===== config.mk =====
export PLATFORM = sky130hd
export DESIGN_NAME = window_stream_ctrl
export DESIGN_NICKNAME = d
export VERILOG_FILES = /design/src/rtl/window_stream_ctrl.sv
export SDC_FILE = /design/constraint.sdc
export NUM_CORES = 1
export LEC_CHECK = 0
export ABC_AREA = 0
export CAP_MARGIN = 0
export CORE_MARGIN = 3
export CORE_UTILIZATION = 50
export CTS_CLUSTER_SIZE = 28
export DETAILED_ROUTE_END_ITERATION = 12
export GPL_TIMING_DRIVEN = 1
export PLACE_DENSITY_LB_ADDON = 0.15
export SYNTH_ARGS = -nofsm -noshare
export SYNTH_HDL_FRONTEND = slang
export SYNTH_SLANG_ARGS = --single-unit

===== constraint.sdc =====
create_clock -name clk -period 4.4 [get_ports clk]
set_input_delay 0.66 -clock clk [delete_from_list [all_inputs] [get_ports clk]]
set_output_delay 0.66 -clock clk [all_outputs]
set_load 0.02 [all_outputs]

===== src/rtl/window_stream_ctrl.sv =====
// Frame sequencer: feeds one RGB frame plus IMG_W+1 flush pixels into the 3x3 window
// generator and tags each returned window with its centre coordinates. Optional macro WSC_TIMEOUT_EN adds a DRAIN watchdog.
module window_stream_ctrl #(
    parameter int IMG_W         = 640,
    parameter int IMG_H         = 480,
    parameter int DRAIN_TIMEOUT = 4096
) (
    input  logic                      clk,
    input  logic                      rst,
    input  logic                      start,
    output logic                      busy,
    output logic                      done,
    output logic                      frame_err,
    input  logic [23:0]               s_pixel,
    input  logic                      s_valid,
    output logic                      s_ready,
    output logic [23:0]               wg_pixel,
    output logic                      wg_valid,
    input  logic                      wg_out_valid,
    output logic                      win_valid,
    output logic [$clog2(IMG_W)-1:0]  win_col,
    output logic [$clog2(IMG_H)-1:0]  win_row,
    output logic                      win_border
);

    localparam int NPIX  = IMG_W * IMG_H;
    localparam int CNT_W = $clog2(NPIX + 1);
    localparam int FL_W  = $clog2(IMG_W + 2);
    localparam int CW    = $clog2(IMG_W);
    localparam int RW    = $clog2(IMG_H);

    typedef enum logic [1:0] {S_IDLE, S_FEED, S_FLUSH, S_DRAIN} state_t;

    state_t             state_q, state_d;
    logic [CNT_W-1:0]   in_cnt_q, in_cnt_d;
    logic [CNT_W-1:0]   win_cnt_q, win_cnt_d;
    logic [FL_W-1:0]    flush_cnt_q, flush_cnt_d;
    logic [CW-1:0]      tag_col_q, tag_col_d;
    logic [RW-1:0]      tag_row_q, tag_row_d;
    logic [23:0]        wg_pixel_q, wg_pixel_d;
    logic               wg_valid_q, wg_valid_d;
    logic               win_valid_q, win_valid_d;
    logic [CW-1:0]      win_col_q, win_col_d;
    logic [RW-1:0]      win_row_q, win_row_d;
    logic               win_border_q, win_border_d;
    logic               done_q, done_d;
    logic               frame_err_q, frame_err_d;

    logic start_ok, handshake, feed_last, flush_last;
    logic win_ok, win_extra, win_full_next, to_expire;

    // A start landing on the done cycle is dropped; it must be reissued in IDLE.
    assign start_ok   = (state_q == S_IDLE) && start && !done_q;
    assign handshake  = (state_q == S_FEED) && s_valid;
    assign feed_last  = handshake && (in_cnt_q == CNT_W'(NPIX - 1));
    assign flush_last = (state_q == S_FLUSH) && (flush_cnt_q == FL_W'(IMG_W));
    assign win_ok     = wg_out_valid && (state_q != S_IDLE) && (win_cnt_q != CNT_W'(NPIX));
    assign win_extra  = wg_out_valid && !win_ok;
    assign win_full_next = (win_cnt_q == CNT_W'(NPIX)) ||
                           (win_ok && (win_cnt_q == CNT_W'(NPIX - 1)));

`ifdef WSC_TIMEOUT_EN
    localparam int TO_W = $clog2(DRAIN_TIMEOUT + 1);
    logic [TO_W-1:0] to_cnt_q, to_cnt_d;

    always_comb begin
        to_cnt_d  = '0;
        to_expire = 1'b0;
        if (state_q == S_DRAIN && !wg_out_valid) begin
            to_cnt_d  = to_cnt_q + TO_W'(1);
            to_expire = (to_cnt_d == TO_W'(DRAIN_TIMEOUT));
        end
    end

    always_ff @(posedge clk or posedge rst) begin
        if (rst) to_cnt_q <= '0;
        else     to_cnt_q <= to_cnt_d;
    end
`else
    assign to_expire = 1'b0;
`endif

    // State register
    always_ff @(posedge clk or posedge rst) begin
        if (rst) state_q <= S_IDLE;
        else     state_q <= state_d;
    end

    // Next-state logic
    always_comb begin
        state_d = state_q;
        done_d  = 1'b0;
        case (state_q)
            S_IDLE:  if (start_ok)   state_d = S_FEED;
            S_FEED:  if (feed_last)  state_d = S_FLUSH;
            S_FLUSH: if (flush_last) state_d = S_DRAIN;
            S_DRAIN: begin
                if (win_full_next || to_expire) begin
                    state_d = S_IDLE;
                    done_d  = 1'b1;
                end
            end
            default: state_d = S_IDLE;
        endcase
    end

    // State-decoded outputs
    always_comb begin
        busy    = (state_q != S_IDLE);
        s_ready = (state_q == S_FEED);
    end

    // Counters, pixel path and window tagging
    always_comb begin
        in_cnt_d     = in_cnt_q;
        win_cnt_d    = win_cnt_q;
        flush_cnt_d  = flush_cnt_q;
        tag_col_d    = tag_col_q;
        tag_row_d    = tag_row_q;
        wg_pixel_d   = wg_pixel_q;
        wg_valid_d   = 1'b0;
        win_valid_d  = 1'b0;
        win_col_d    = win_col_q;
        win_row_d    = win_row_q;
        win_border_d = win_border_q;
        frame_err_d  = frame_err_q;

        if (start_ok) begin
            in_cnt_d    = '0;
            win_cnt_d   = '0;
            flush_cnt_d = '0;
            tag_col_d   = '0;
            tag_row_d   = '0;
            frame_err_d = 1'b0;
        end

        if (handshake) begin
            wg_pixel_d = s_pixel;
            wg_valid_d = 1'b1;
            in_cnt_d   = in_cnt_q + CNT_W'(1);
        end

        if (state_q == S_FLUSH) begin
            wg_pixel_d  = '0;
            wg_valid_d  = 1'b1;
            flush_cnt_d = flush_cnt_q + FL_W'(1);
        end

        // Coordinates advance as wrap counters so no divider is needed.
        if (win_ok) begin
            win_valid_d  = 1'b1;
            win_col_d    = tag_col_q;
            win_row_d    = tag_row_q;
            win_border_d = (tag_col_q == '0) || (tag_col_q == CW'(IMG_W - 1)) ||
                           (tag_row_q == '0) || (tag_row_q == RW'(IMG_H - 1));
            win_cnt_d    = win_cnt_q + CNT_W'(1);
            if (tag_col_q == CW'(IMG_W - 1)) begin
                tag_col_d = '0;
                tag_row_d = (tag_row_q == RW'(IMG_H - 1)) ? '0 : tag_row_q + RW'(1);
            end else begin
                tag_col_d = tag_col_q + CW'(1);
            end
        end

        if (win_extra || to_expire) frame_err_d = 1'b1;
    end

    always_ff @(posedge clk or posedge rst) begin
        if (rst) begin
            in_cnt_q     <= '0;
            win_cnt_q    <= '0;
            flush_cnt_q  <= '0;
            tag_col_q    <= '0;
            tag_row_q    <= '0;
            wg_pixel_q   <= '0;
            wg_valid_q   <= 1'b0;
            win_valid_q  <= 1'b0;
            win_col_q    <= '0;
            win_row_q    <= '0;
            win_border_q <= 1'b0;
            done_q       <= 1'b0;
            frame_err_q  <= 1'b0;
        end else begin
            in_cnt_q     <= in_cnt_d;
            win_cnt_q    <= win_cnt_d;
            flush_cnt_q  <= flush_cnt_d;
            tag_col_q    <= tag_col_d;
            tag_row_q    <= tag_row_d;
            wg_pixel_q   <= wg_pixel_d;
            wg_valid_q   <= wg_valid_d;
            win_valid_q  <= win_valid_d;
            win_col_q    <= win_col_d;
            win_row_q    <= win_row_d;
            win_border_q <= win_border_d;
            done_q       <= done_d;
            frame_err_q  <= frame_err_d;
        end
    end

    assign wg_pixel   = wg_pixel_q;
    assign wg_valid   = wg_valid_q;
    assign win_valid  = win_valid_q;
    assign win_col    = win_col_q;
    assign win_row    = win_row_q;
    assign win_border = win_border_q;
    assign done       = done_q;
    assign frame_err  = frame_err_q;

endmodule


==> flow_summary.toml, run 1 <==
[drt]
route.final.wire_length_mm = 12.8
firstDrtPassIters = 5
final_antenna_net_count = 0
route.detailed.drc = 0
wl_per_cell_um = 15.3
drtIter0Drc = 456
via_count = 4713
routed_via_density = 5.65

[place]
port_buffers = 78
dp_hpwl_mm = 8.29
gp_congestion = 0.853

[setup_path]
cp_cell_sequence = "inv_1 -> ha_1 -> or4b_1 -> nor4_2 -> a21o_1 -> buf_4 -> o21ai_0 -> o21ai_0"
cp.required_ps = 4720
cpMostUsedCell = "o21ai_0"
startpoint_type = "flop"
rrSetupSlack_ps = 1750
critPathMaxStageDelay_ps = 450
critPathArrivalTime_ps = 2980
crit_family = "compound AO/OA/AOI/OAI gates"
cp_slowest_cell = "or4b_1"
end_kind = "flop"
critPathMaxFanout = 52
crit_type = "flop to flop"
critPathBufInv = 2

[die]
fp.dieW_um = 112
io_pins = 79
design.die.area_um2 = 12600
dieHeight_um = 112
coreArea_um2 = 10900
rows = 38
initial_core_util_pct = 51.7

[power_and_ir_drop]
power.leakage_uw = 0.00325
ir_drop_v = 0.000283
pwr_density_cell_nw_per_um2 = 425
total_power_uw = 3020

[hold_path]
hp-class = "flop to flop"

[sta]
hold-worst-slack_ps = 466
finalClockSkew_ps = 7.11
min_period_over_period_pct = 60.3
maxSlewViolCount = 0
rsz0062_at_grt = "false"
setup_tns_ps = 0
relSlewSlack_pct = 36.8
fmaxAchievable_mhz = 377
setup_viol = 0
worst_slew_pin_slew_ps = 948
post-route-min-period_ps = 2650
finalHoldViolations = 0

[clock_network]
cts_tree = "yes"
clock_path_buffers = 2
clk_pin_slew_worst_paths_ps = 50
cts_buffers = 17
cts_resized = 0
postCtsSetupBuffers = 0
htreeDepth = 4
clk_latency_ps = 410
cts.sinks = 117
root_buffer = "clkbuf_16"
cts_hold_buf = 0

[layout]
area_growth_pct = 25.6
multi_input_area_um2 = 2520
antenna_cells = 0
n_fill_cell = 888
register_area_um2 = 2930
fin_nets = 723
drive_gt1_share_pct = 6.63

[job]
maxCapViolCount = 0

[synthesis]
synth.distinct_cells = 55
async_reset_ff_share_pct = 100
ys_seq_area_share_pct = 51.7
synth_seq_cells = 117
syn-cell-area_um2 = 5660
syn_inst = 610
syn_nets = 652
synthFlopType = "dfrtp_1"
synth-edff-count = 0
postSynthAreaPerCell_um2 = 9.28
ys_warn_count = 0

[global_route]
grt_max_degree = 79
gr-usage-all-layers_pct = 21.6
grt_pass1_wl_mm = 22.1
overflow = 0
antenna_found_initial = 0
grt_pass1_vias = 4649

[run_status]
status = "complete, no violations"
==> routing by layer <==
metal	part of all wire (%)	wire length [um]	vias up	track usage, %
li1	-	-	2281	-
met3	7.2	923	18	9.81
met1	45	5720	2290	27.9
met2	47	5980	124	32.4
met5	0	0	-	0
met4	1.3	165	0	7.37
==> layout make-up <==
type,count,share of cell area (%)
clock buffers,25,7.25
clock inverters,7,0.968
inverters,18,0.986
multi-input cells,443,35.5
flip-flops and latches,117,41.2
well taps,140,2.46
repair buffers,84,11.6
==> placed cells by master (no fill, tap or decap), types with 5 or more instances in the layout <==
cell,netlist,routed
nand2b_1,5,5
dfrtp_1,117,117
o21ai_0,34,34
a21o_1,5,5
inv_1,17,16
clkdlybuf4s50_1,0,78
and3_1,16,16
o31ai_1,6,6
nor2_1,20,20
nand2_1,150,150
mux2i_1,18,18
o211ai_1,7,7
nor3_1,7,7
nand3_1,43,43
clkbuf_16,0,17
ha_1,13,13
nand4_1,17,17
a21oi_1,29,29
o2bb2ai_1,5,5
nor4_1,7,7
clkbuf_8,0,6
buf_4,1,6
==> power by group <==
group	internal (uW)	switching [uW]	total [uW]
Sequential	1170	103	1280
Combinational	186	217	404
Clock	864	476	1340
==> flip-flops by register name, summed over array words and instances (netlist names), 2 cells and up <==
| register | count |
|---|---|
| tag_row_q | 9 |
| state_q | 2 |
| wg_pixel | 24 |
| win_col | 10 |
| in_cnt_q | 19 |
| tag_col_q | 10 |
| win_cnt_q | 19 |
| flush_cnt_q | 10 |
| win_row | 9 |
==> stage by stage <==
| stage | worst slack [ps] | std cells | util (%) | area [um2] |
|---|---|---|---|---|
| after CTS | 1780 | 834 | 65.0 | 7110 |
| after detailed placement | 1570 | 802 | 59.6 | 6520 |
| after global routing | 1520 | 834 | 65.0 | 7110 |
| final | 1750 | 834 | 65.0 | 7110 |
| after floorplan | 639 | 610 | - | 5660 |
| after global placement | 1670 | 802 | 59.6 | 6520 |
==> synth_stat cells (all sizes together), types with 13 or more instances <==
master,count,area (um2)
o21ai,34,170
a21oi,29,145
ha,13,163
mux2i,18,180
nand3,43,215
clkbuf,23,86.3
and3,16,100
nand2,150,563
inv,18,67.6
dfrtp,117,2930
nand4,17,106
nor2,21,81.3
==> worst register-to-register path: cells and delay by family, from the launching register on <==
family	cells	cell delay, ps
AO/OA/AOI/OAI	3	780
AND/OR/NAND/NOR	2	700
buffers and inverters	2	520
flip-flops	1	430
adder cells (fa/ha/maj)	1	130
==> worst paths after layout <==
check,startpoint,end,cells past startpoint
min in group asynchronous,rst,wg_pixel[18]$_DFFE_PP0P_,2
max in group asynchronous,rst,win_cnt_q[15]$_DFFE_PP0P_,3
worst min-delay path,in_cnt_q[11]$_DFFE_PP0P_,in_cnt_q[11]$_DFFE_PP0P_,1
worst max register to register,win_cnt_q[0]$_DFFE_PP0P_,tag_row_q[1]$_DFF_PP0_,8
worst max-delay path,win_cnt_q[0]$_DFFE_PP0P_,tag_row_q[1]$_DFF_PP0_,8
worst min register to register,in_cnt_q[11]$_DFFE_PP0P_,in_cnt_q[11]$_DFFE_PP0P_,1
==> logic make-up after synthesis <==
logic type	synth area share, %
simple gates	24.6
xor+xnor	1.24
flops	51.7
buf+inv	3.65
compound gates	12.1
mux	3.78
fa+ha+maj	2.87
No activity file was read; power rests on OpenSTA's default activity.
==> inputs of run 2 (changes only) <==
Clock period 4.4 ns to 2.6 ns, I/O delays scaled along.
==> run 2 against run 1 <==
Power grew 76%. Register-to-register slack lost 1600 ps. Sequential share of layout area shrank 0.67 points. Critical path depth is the same. Worst setup slack lost 1600 ps. Core utilization grew 1.1 points. Final area grew 1.7%. Global-route usage grew 0.53 points. First-iteration DRC count shrank 27%. Routed wire length grew 3.5%. Critical endpoint is now win_cnt_q[16]$_DFFE_PP0P_.
==> flow_summary.toml, run 2 (synthesis results as in run 1) <==
[drt]
wl_per_cell_um = 15.7
routed_via_density = 5.69
via_count = 4796
final_antenna_net_count = 0
firstDrtPassIters = 5
drtIter0Drc = 333
route.detailed.drc = 0
route.final.wire_length_mm = 13.2

[setup_path]
rr_startpoint = "win_cnt_q[1]$_DFFE_PP0P_"
critPathArrivalTime_ps = 2750
crit_type = "flop to flop"
r2r_end = "win_cnt_q[16]$_DFFE_PP0P_"
rr_worst_depth = 8
startpoint_type = "flop"
rrSetupSlack_ps = 150
cp.required_ps = 2890
end_kind = "flop"
critPathMaxFanout = 31

[power_and_ir_drop]
total_power_uw = 5300
pwr_density_cell_nw_per_um2 = 734
ir_drop_v = 0.000575
power.leakage_uw = 0.00330

[global_route]
gr-usage-all-layers_pct = 22.1
overflow = 0
antenna_found_initial = 0
grt_pass1_vias = 4835
grt_max_degree = 81
grt_pass1_wl_mm = 22.7

[layout]
most-common-layout-cells = "150 x nand2_1, 117 x dfrtp_1, 78 x clkdlybuf4s50_1"
antenna_cells = 0
area_growth_pct = 27.7
final_util_pct = 66.1
layout_commonest_cell = "nand2_1"
fin_cells = 843
largest_reg_flops = 24
drive_gt1_share_pct = 7.82
fin_nets = 732

[clock_network]
cts_tree = "yes"
cts.sinks = 117
clk_latency_ps = 410
clock_path_buffers = 2
clk_pin_slew_worst_paths_ps = 50
cts_buffers = 17
htreeDepth = 4
cts_hold_buf = 0
root_buffer = "clkbuf_16"

[job]
maxCapViolCount = 0

[sta]
worst_slew_pin_slew_ps = 568
hold-worst-slack_ps = 444
finalHoldViolations = 0
post-route-min-period_ps = 2450
relSlewSlack_pct = 61.8
fmaxAchievable_mhz = 408
finalClockSkew_ps = 11.3
rsz0062_at_grt = "true"
setup_viol = 0
maxSlewViolCount = 0
setup_tns_ps = 0
min_period_over_period_pct = 94.4

[die]
fp.dieW_um = 112
io_pins = 79
rows = 38
dieHeight_um = 112
coreArea_um2 = 10900
design.die.area_um2 = 12600
initial_core_util_pct = 51.7

[place]
port_buffers = 78
gp_congestion = 0.870
dp_cells = 811
dp_hpwl_mm = 8.65

[run_status]
status = "complete, no violations"

[hold_path]
hp-class = "input pin to async pin"
## run 2: area by class of cell
cell class,count,area [um2]
clock buffers,19,433
clock inverters,13,183
fillers,859,3710
inverters,18,71.3
multi-input cells,443,2530
flip-flops and latches,117,2930
well taps,140,175
repair buffers,93,906
## run 2: worst max-delay path by stage
| stage | depth (start not counted) | slack (ps) | start | end |
|---|---|---|---|---|
| 2_1_floorplan | 8 | 370 | state_q[1]$_DFFE_PP0P_ | state_q[1]$_DFFE_PP0P_ |
| 3_3_place_gp | 8 | 260 | win_cnt_q[1]$_DFFE_PP0P_ | tag_col_q[6]$_DFFE_PP0P_ |
| 3_5_place_dp | 8 | 150 | win_cnt_q[1]$_DFFE_PP0P_ | tag_col_q[6]$_DFFE_PP0P_ |
| 4_1_cts | 8 | 140 | win_cnt_q[1]$_DFFE_PP0P_ | tag_col_q[6]$_DFFE_PP0P_ |
| 5_1_grt | 8 | -30 | win_cnt_q[1]$_DFFE_PP0P_ | win_cnt_q[17]$_DFFE_PP0P_ |
| 6_report | 8 | 150 | win_cnt_q[1]$_DFFE_PP0P_ | win_cnt_q[16]$_DFFE_PP0P_ |
## run 2: per-layer routing
metal | global-route usage [%] | routed length, um
met1 | 28.5 | 5890
met2 | 34.8 | 6290
met5 | 0 | 0
met4 | 6.97 | 97
met3 | 8.19 | 949
## run 2: repair_timing
item	in CTS	in global routing
resized for setup	0	1
buffers inserted	0	0
setup endpoints to repair	0	10
## run 2: power breakdown
part / internal [uW] / total (uW) / switching (uW)
logic: 328 / 703 / 375
clock network: 1600 / 2430 / 836
registers: 1990 / 2170 / 180
## run 2: critical path, cell delays in order, from the launching register on
cell     delay [ps]
dfrtp_1         420
inv_1           100
ha_1            130
or4b_1          440
nor4_2          280
a21o_1          210
inv_2           230
and3_1          260
a211o_1         260
## run 2: metrics by stage
| stage | cell area (um2) | setup slack (ps) |
|---|---|---|
| after detailed placement | 6600 | 148 |
| after floorplan | 5660 | 366 |
| after global placement | 6600 | 260 |
| after global routing | 7220 | -31.0 |
| final | 7220 | 147 |
| after CTS | 7220 | 143 |
